## config.mk

```make
export PLATFORM = sky130hd
export DESIGN_NAME = mod_prog
export DESIGN_NICKNAME = d
export VERILOG_FILES = /design/src/rtl/mod_prog_pkg.sv /design/src/rtl/mod_prog_shadow.sv /design/src/rtl/mod_prog.sv
export SDC_FILE = /design/constraint.sdc
export NUM_CORES = 1
export LEC_CHECK = 0
export BUFFER_PORTS_ARGS = -buffer_cell sky130_fd_sc_hd__buf_2
export CORE_MARGIN = 2
export CORE_UTILIZATION = 45
export DETAILED_ROUTE_END_ITERATION = 6
export PLACE_DENSITY_LB_ADDON = 0.12
export SLEW_MARGIN = 5
export SYNTH_ARGS = -nofsm -noshare
export SYNTH_HDL_FRONTEND = slang
export SYNTH_SLANG_ARGS = --single-unit
```

## constraint.sdc

```tcl
create_clock -name clk -period 7.75 [get_ports clk]
set_clock_uncertainty 0.15 [all_clocks]
set_input_delay 1.55 -clock clk [delete_from_list [all_inputs] [get_ports clk]]
set_output_delay 1.55 -clock clk [all_outputs]
set_load 0.1 [all_outputs]
```

## src/rtl/mod_prog_pkg.sv

```systemverilog
// Shared encodings for the programmable modulo counter.
package mod_prog_pkg;

    localparam logic DIR_UP       = 1'b0;
    localparam logic DIR_DOWN     = 1'b1;
    localparam logic MODE_FREE    = 1'b0;
    localparam logic MODE_ONESHOT = 1'b1;

endpackage : mod_prog_pkg

```

## src/rtl/mod_prog_shadow.sv

```systemverilog
// Double-buffered modulus: shadow register, active register, pending flag.
// o_m is the modulus in force now, o_m_nxt the one in force after this cycle.
module mod_prog_shadow #(
    parameter int unsigned WIDTH   = 16,
    parameter int unsigned RST_MOD = 256
) (
    input  logic             clk,
    input  logic             rst_n,
    input  logic             i_mod_wr,
    input  logic [WIDTH-1:0] i_mod_val,
    input  logic             i_xfer,
    output logic [WIDTH:0]   o_m,
    output logic [WIDTH:0]   o_m_nxt,
    output logic             o_mod_pend
);

    logic [WIDTH-1:0] r_mod_act;
    logic [WIDTH-1:0] r_mod_shd;
    logic             r_mod_pend;
    logic [WIDTH-1:0] w_act_nxt;

    // A write landing on a transfer cycle bypasses the shadow.
    assign w_act_nxt = i_xfer ? (i_mod_wr ? i_mod_val : r_mod_shd) : r_mod_act;

    // Zero encodes the full 2^WIDTH range.
    assign o_m     = (r_mod_act == '0) ? {1'b1, {WIDTH{1'b0}}} : {1'b0, r_mod_act};
    assign o_m_nxt = (w_act_nxt == '0) ? {1'b1, {WIDTH{1'b0}}} : {1'b0, w_act_nxt};

    assign o_mod_pend = r_mod_pend;

    always_ff @(posedge clk or negedge rst_n) begin
        if (!rst_n) begin
            r_mod_act  <= WIDTH'(RST_MOD);
            r_mod_shd  <= WIDTH'(RST_MOD);
            r_mod_pend <= 1'b0;
        end else begin
            r_mod_act <= w_act_nxt;
            if (i_mod_wr) begin
                r_mod_shd <= i_mod_val;
            end
            if (i_xfer) begin
                r_mod_pend <= 1'b0;
            end else if (i_mod_wr) begin
                r_mod_pend <= 1'b1;
            end
        end
    end

endmodule : mod_prog_shadow

```

## src/rtl/mod_prog.sv

```systemverilog
// Runtime-programmable modulo counter: up/down, free-run or one-shot,
// parallel load, double-buffered modulus, chainable terminal-count strobe.
module mod_prog
    import mod_prog_pkg::*;
#(
    parameter int unsigned WIDTH   = 16,
    parameter int unsigned RST_MOD = 256
) (
    input  logic             clk,
    input  logic             rst_n,
    input  logic             cen,
    input  logic             dir,
    input  logic             oneshot,
    input  logic             start,
    input  logic             clr,
    input  logic             load,
    input  logic [WIDTH-1:0] load_val,
    input  logic             mod_wr,
    input  logic [WIDTH-1:0] mod_val,
    output logic [WIDTH-1:0] q,
    output logic             sync_tc,
    output logic             running,
    output logic             done,
    output logic             mod_pend
);

    localparam int unsigned MW = WIDTH + 1;

    logic [WIDTH-1:0] r_q;
    logic             r_running;
    logic             r_done;

    logic [WIDTH-1:0] w_q_nxt;
    logic             w_running_nxt;
    logic             w_done_nxt;

    logic [WIDTH:0]   w_m;
    logic [WIDTH:0]   w_m_nxt;
    logic [WIDTH-1:0] w_top_nxt;
    logic             w_oneshot;
    logic             w_down;
    logic             w_step;
    logic             w_at_term;
    logic             w_xfer;

    mod_prog_shadow #(
        .WIDTH   (WIDTH),
        .RST_MOD (RST_MOD)
    ) u_shadow (
        .clk        (clk),
        .rst_n      (rst_n),
        .i_mod_wr   (mod_wr),
        .i_mod_val  (mod_val),
        .i_xfer     (w_xfer),
        .o_m        (w_m),
        .o_m_nxt    (w_m_nxt),
        .o_mod_pend (mod_pend)
    );

    assign w_oneshot = (oneshot == MODE_ONESHOT);
    assign w_down    = (dir == DIR_DOWN);
    assign w_top_nxt = WIDTH'(w_m_nxt - MW'(1));

    // Terminal detect uses the modulus in force during this cycle.
    assign w_step    = cen & (w_oneshot ? r_running : 1'b1);
    assign w_at_term = w_down ? (r_q == '0) : ({1'b0, r_q} == (w_m - MW'(1)));
    assign sync_tc   = w_step & w_at_term & ~clr & ~load;
    assign w_xfer    = clr | load | sync_tc;

    // Next-state: clr > load > step; wrap/reload values use the post-transfer modulus.
    always_comb begin
        w_q_nxt       = r_q;
        w_running_nxt = r_running;
        w_done_nxt    = r_done;
        if (clr) begin
            w_q_nxt       = w_down ? w_top_nxt : '0;
            w_running_nxt = 1'b0;
            w_done_nxt    = 1'b0;
        end else if (load) begin
            w_q_nxt = ({1'b0, load_val} >= w_m_nxt) ? w_top_nxt : load_val;
        end else begin
            if (w_step) begin
                if (w_down) begin
                    w_q_nxt = (r_q == '0) ? w_top_nxt : r_q - WIDTH'(1);
                end else begin
                    w_q_nxt = sync_tc ? '0 : r_q + WIDTH'(1);
                end
            end
            if (w_oneshot && sync_tc) begin
                w_running_nxt = 1'b0;
                w_done_nxt    = 1'b1;
            end
            // A restart on the completion cycle keeps that completion's done.
            if (w_oneshot && start) begin
                w_running_nxt = 1'b1;
                w_done_nxt    = sync_tc;
            end
        end
    end

    always_ff @(posedge clk or negedge rst_n) begin
        if (!rst_n) begin
            r_q       <= '0;
            r_running <= 1'b0;
            r_done    <= 1'b0;
        end else begin
            r_q       <= w_q_nxt;
            r_running <= w_running_nxt;
            r_done    <= w_done_nxt;
        end
    end

    assign q       = r_q;
    assign running = w_oneshot ? r_running : 1'b1;
    assign done    = r_done;

endmodule : mod_prog

```

==> results.ini, run 1 <==
[die]
rows = 37
start_util_pct = 46.0
fp.dieH_um = 106
io_pins = 61
die_w_um = 106
coreArea_mm2 = 0.0102
die_area_mm2 = 0.0113

[timing]
finalHoldWorstSlack_ns = 0.355
slew_viol_final = 0
min_period_over_period_pct = 93.2
setup_violations = 0
period_needed_ns = 7.22
worst_pin_slew_ns = 0.899
fin_tns_setup_ns = 0
finalHoldViolCount = 0
rsz0062_at_grt = false
relSlewSlack_pct = 39.6
max_freq_ghz = 0.138

[synth]
syn-num-nets = 622
muxShareOfSynthArea_pct = 10.2
synth_ff_type = dfrtp_1
synth_edf_count = 0
synth_top_area_share_pct = 26.1
synth_common_cells = 59 x nor2_1, 49 x dfrtp_1, 32 x nand2_1
yosys.area.top_type = dfrtp_1
syn_inst = 560
ys_types = 70
yosys_warnings = 0
synthTopCellsByArea = dfrtp_1 26%, ha_1 5.6%, xnor2_1 5.6%
netlist_area_mm2 = 0.00470
synthArstFlopShare_pct = 100
synthXorXnorAreaFrac_pct = 8.94
yosysMostFrequentCell = nor2_1
synth_fa_ha_area_share_pct = 5.59
yosys.area_share.simple_pct = 22.5
ys_ff_latch = 51
syn_area_per_cell_um2 = 8.40
ys_seq_area_share_pct = 27.2
synth-compound-area-share_pct = 19.7
synth_top_family_by_area = simple AND/OR/NAND/NOR gates

[finish]
antenna_cells = 0
synthToLayoutAreaGrowth_pct = 10.1
final_net_count = 662
drive_gt1_share_pct = 19.6
instances_no_fill = 737
finish.utilization_pct = 50.6

[global_route]
grt_pass1_vias = 4399
grt_usage_pct = 28.2
grt_max_degree = 52
grt_pass1_wl_um = 24700
antenna_found_initial = 0
grt_overflow = 0

[detailed_routing]
wl_um = 15600
drc = 0
vias = 4652
dr.pass1.iters = 5
wl_per_cell_um = 21.2
vias_per_cell = 6.31
drt_iter0_markers = 395
ant_nets = 0

[placement]
place_hpwl_um = 12100
place_inst = 729
gp_congestion = 0.966
port_buffers = 60

[clock_tree]
cts_buffer_depth = 2
cts_tree = yes
clock-sinks = 51
cts_hold_buf = 0
root_buffer = clkbuf_8
cts_setup_buffers = 0
worstSkewPairLatency_ns = 0.32
htreeDepth = 2
ctsResizeCount = 0
cts_inserted_buffers = 5
clk_pin_slew_ns = 0.11

[critical_path]
r2r_slack_ns = 0.53
worstPathMaxFanout = 27
critPathCaptureType = flip-flop
crit_type = reg -> reg
worst_r2r_path_depth = 27
crit_buf_inv = 3
cp_top_family = compound AO/OA/AOI/OAI gates
r2r_end = q[7]
slowest_delay_ns = 0.85
required_ns = 7.86
critPathSlowestCell = nor4_2
cpMostUsedCell = o21a_1
r2r_start = q[0]
arrival_ns = 7.33
start_kind = flip-flop

[hold_path]
hold_end = u_shadow.o_mod_pend
holdCritStartpoint = u_shadow.o_mod_pend
hold_depth = 1
hp-class = reg -> reg

[flow_run]
cap_violations = 0

[status]
status = finished, final reports clean

[pwr]
powerDensity_mw_per_mm2 = 211
p_leak_uw = 0.00217
power_uw = 1090
ir_worst_vdd_uv = 99.3

## flip-flops by register name, indices dropped and copies added (netlist names)
register / flops
u_shadow.r_mod_act: 16
u_shadow.r_mod_shd: 16
q: 16
r_running: 1
u_shadow.o_mod_pend: 1
done: 1
## kinds of logic (layout without fill, tap and decap cells)
kind of cell	Yosys count	after routing
AOI/OAI and AO/OA	128	128
xor gates and xnor gates	48	48
adders and majority gates	21	21
buffers and inverters	66	107
DFF	51	51
muxes	45	45
and+or+nand+nor	201	201
## how the worst max path moves through the flow
stage / slack [ns] / from / to / cells after the start
after floorplan: 0.58 / oneshot / q[11] / 28
after global placement: 0.76 / q[0] / q[11] / 28
after detailed placement: 0.69 / dir / q[11] / 27
after CTS: 0.68 / q[0] / q[11] / 28
after global routing: 0.1 / q[0] / q[11] / 28
final: 0.53 / q[0] / q[7] / 27
## cells in the final DEF, fill, tap and decap left out, types with 7 or more instances in the layout
| cell | Yosys | routed |
|---|---|---|
| xor2_1 | 18 | 18 |
| buf_2 | 5 | 60 |
| a22oi_1 | 8 | 8 |
| nand2b_1 | 7 | 7 |
| inv_1 | 27 | 27 |
| mux2_2 | 21 | 21 |
| mux2i_1 | 22 | 22 |
| ha_1 | 21 | 21 |
| a21oi_1 | 26 | 26 |
| nand2_1 | 32 | 32 |
| nand3_1 | 15 | 15 |
| nor2_1 | 59 | 59 |
| o21a_1 | 8 | 8 |
| and3_1 | 7 | 7 |
| o22ai_1 | 9 | 9 |
| or3_1 | 8 | 8 |
| a221oi_1 | 8 | 8 |
| xnor2_1 | 30 | 30 |
| nor3_1 | 17 | 17 |
| nand4_1 | 12 | 12 |
| a31oi_1 | 8 | 8 |
| buf_4 | 2 | 11 |
| o21ai_0 | 9 | 9 |
| dfrtp_1 | 49 | 49 |
## power by group
| part | switching (uW) | internal [uW] |
|---|---|---|
| Clock | 101 | 65.5 |
| Combinational | 366 | 175 |
| Sequential | 81.1 | 303 |
## per-layer routing
layer  wire length, um  up-vias  global-route usage, %
met5                 0        -                      0
met4               428        0                   7.71
met3              1190       37                   4.17
met2              7240      220                   46.6
met1              6790     2251                   38.6
li1                  -     2144                      -
## stage by stage
stage	area [um^2]	setup slack [ns]
finish	5180	0.527
global route	5180	0.0982
CTS	5180	0.678
detailed placement	5090	0.689
global placement	5090	0.762
floorplan	4700	0.585
## cell type report
cell class / count / area (um^2)
multi-input combinational: 443 / 3150
sequential: 51 / 1280
inverter: 28 / 105
clock inverter: 3 / 23.8
fill: 1009 / 5050
tap: 136 / 170
clock buffer: 5 / 68.8
timing repair buffer: 71 / 383
No activity file was read; power rests on OpenSTA's default activity.
==> inputs of run 2 (changes only) <==
--- a/config.mk
+++ b/config.mk
@@ -10,6 +10,7 @@
 export CORE_UTILIZATION = 45
 export DETAILED_ROUTE_END_ITERATION = 6
 export PLACE_DENSITY_LB_ADDON = 0.12
+export RECOVER_POWER = 50
 export SLEW_MARGIN = 5
 export SYNTH_ARGS = -nofsm -noshare
 export SYNTH_HDL_FRONTEND = slang
==> results.ini, run 2 (synthesis gave the netlist of run 1 again) <==
[timing]
fin_tns_setup_ns = 0  ; unchanged
finalHoldWorstSlack_ns = 0.354  ; -0.000122 ns
setup_violations = 0  ; unchanged
max_freq_ghz = 0.138  ; -0.25%
slew_viol_final = 52  ; +52
period_needed_ns = 7.24  ; +0.0178 ns
min_period_over_period_pct = 93.4  ; +0.23 points
finalHoldViolCount = 0  ; unchanged
worst_pin_slew_ns = 2.88  ; +1.98 ns
relSlewSlack_pct = -91.7  ; -130 points
rsz0062_at_grt = false

[detailed_routing]
ant_nets = 0  ; unchanged
drt_iter0_markers = 434  ; +9.9%
wl_um = 15600  ; -0.19%
wl_per_cell_um = 21.2  ; -0.19%
vias_per_cell = 6.30  ; -0.15%
dr.pass1.iters = 5  ; unchanged
vias = 4645  ; -0.15%
drc = 0  ; unchanged

[pwr]
powerDensity_mw_per_mm2 = 210  ; about the same
switching_power_uw = 547  ; about the same
clkPwrFrac_pct = 15.3  ; about the same
comb_power_share_pct = 49.5  ; about the same
p_seq_share_pct = 35.2  ; about the same
p_int_uw = 542  ; -0.28%
switching_share_pct = 50.3  ; +0.058 points
p_leak_uw = 0.00217  ; -0.25%
ir_worst_vdd_uv = 99.0  ; -0.24%

[hold_path]
hp-class = reg -> reg
holdCritStartpoint = u_shadow.o_mod_pend

[clock_tree]
cts_inserted_buffers = 5  ; unchanged
cts_setup_buffers = 0  ; unchanged
cts_hold_buf = 0  ; unchanged
root_buffer = clkbuf_8
cts_tree = yes
worstSkewPairLatency_ns = 0.32  ; about the same
htreeDepth = 2  ; unchanged
clk_pin_slew_ns = 0.11  ; about the same
clock-sinks = 51  ; unchanged
cts_buffer_depth = 2  ; unchanged
ctsResizeCount = 0  ; unchanged

[flow_run]
cap_violations = 1  ; +1

[status]
status = finished, violations left
violations = max-capacitance violations, max-slew violations

[global_route]
grt_usage_pct = 28.2  ; unchanged
grt_pass1_vias = 4399  ; unchanged
grt_pass1_wl_um = 24700  ; unchanged
grt_max_degree = 52  ; unchanged
grt_overflow = 0  ; unchanged
antenna_found_initial = 0  ; unchanged

[critical_path]
start_kind = flip-flop
cpMostUsedCell = o21a_1
r2r_end = q[11]
critPathCaptureType = flip-flop
crit_type = reg -> reg
required_ns = 7.81  ; -0.05 ns
r2r_slack_ns = 0.51  ; -0.02 ns
critPathSlowestCell = nor4_2
worstPathMaxFanout = 27  ; unchanged
crit_start = q[0]
worst_r2r_path_depth = 28  ; +3.7%
slowest_delay_ns = 0.86  ; about the same
arrival_ns = 7.30  ; -0.03 ns
r2r_start = q[0]
endpoint = q[11]

[placement]
place_hpwl_um = 12100  ; unchanged
gp_congestion = 0.966  ; unchanged
port_buffers = 60  ; unchanged
place_inst = 729  ; unchanged
post_dp_cell_area_mm2 = 0.00509  ; unchanged

[die]
coreArea_mm2 = 0.0102  ; unchanged
fp.dieH_um = 106  ; unchanged
start_util_pct = 46.0  ; unchanged
io_pins = 61  ; unchanged
rows = 37  ; unchanged
die_w_um = 106  ; unchanged
die_area_mm2 = 0.0113  ; unchanged

[finish]
final_net_count = 662  ; unchanged
antenna_cells = 0  ; unchanged
design_area_mm2 = 0.00517  ; about the same
instances_no_fill = 737  ; unchanged
final_cell_mix = 59 x nor2_1, 59 x buf_2, 49 x dfrtp_1
synthToLayoutAreaGrowth_pct = 9.97  ; about the same
drive_gt1_share_pct = 17.8  ; -1.8 points
finish.utilization_pct = 50.6  ; about the same

## run 2: changes by cell type in the layout (fill, tap and decap cells not counted)
cell / delta
buf_4: -1
clkbuf_1: +2
mux2_2: -9
buf_2: -1
mux2_1: +9
## run 2: metal layers
layer	part of all wire (%)	track usage, %	vias up
met4	2.7	7.71	0
met5	0	0	-
met1	43	38.6	2243
li1	-	-	2138
met3	8.0	4.17	31
met2	46	46.6	233
## run 2: area by class of cell
class | count | area [um^2]
clock inverter | 3 | 23.8
clock buffer | 5 | 68.8
tap | 136 | 170
timing repair buffer | 71 | 378
multi-input combinational | 443 | 3150
fill | 1010 | 5060
inverter | 28 | 105
sequential | 51 | 1280
## run 2: power groups by stage
stage               Clock, uW  Combinational (uW)  Sequential [uW]
detailed placement          0                 531              387
CTS                       168                 534              382
floorplan                   0                 318              459
global route              179                 577              389
finish                    167                 538              384
global placement            0                 526              386
## run 2: worst max-delay path: cells and delay by family (launching register included)
kind                     cells  cell delay, ns
buffers and inverters        4            0.82
AO/OA/AOI/OAI               13            2.45
AND/OR/NAND/NOR              7            2.00
adder cells (fa/ha/maj)      3            0.86
flip-flops                   1            0.54
multiplexers                 1            0.26
## run 2: worst min-delay path by stage
stage | endpoint | cells after the start
final | u_shadow.o_mod_pend | 1
after global routing | u_shadow.o_mod_pend | 1
after floorplan | u_shadow.r_mod_shd[7] | 1
after CTS | u_shadow.o_mod_pend | 1
after global placement | u_shadow.o_mod_pend | 1
after detailed placement | u_shadow.o_mod_pend | 1
## run 2: stage by stage
step                      setup slack (ns)  power (uW)
after global placement               0.762         912
after floorplan                      0.585         777
final                                0.510        1090
after global routing                0.0982        1140
after CTS                            0.678        1080
after detailed placement             0.689         918
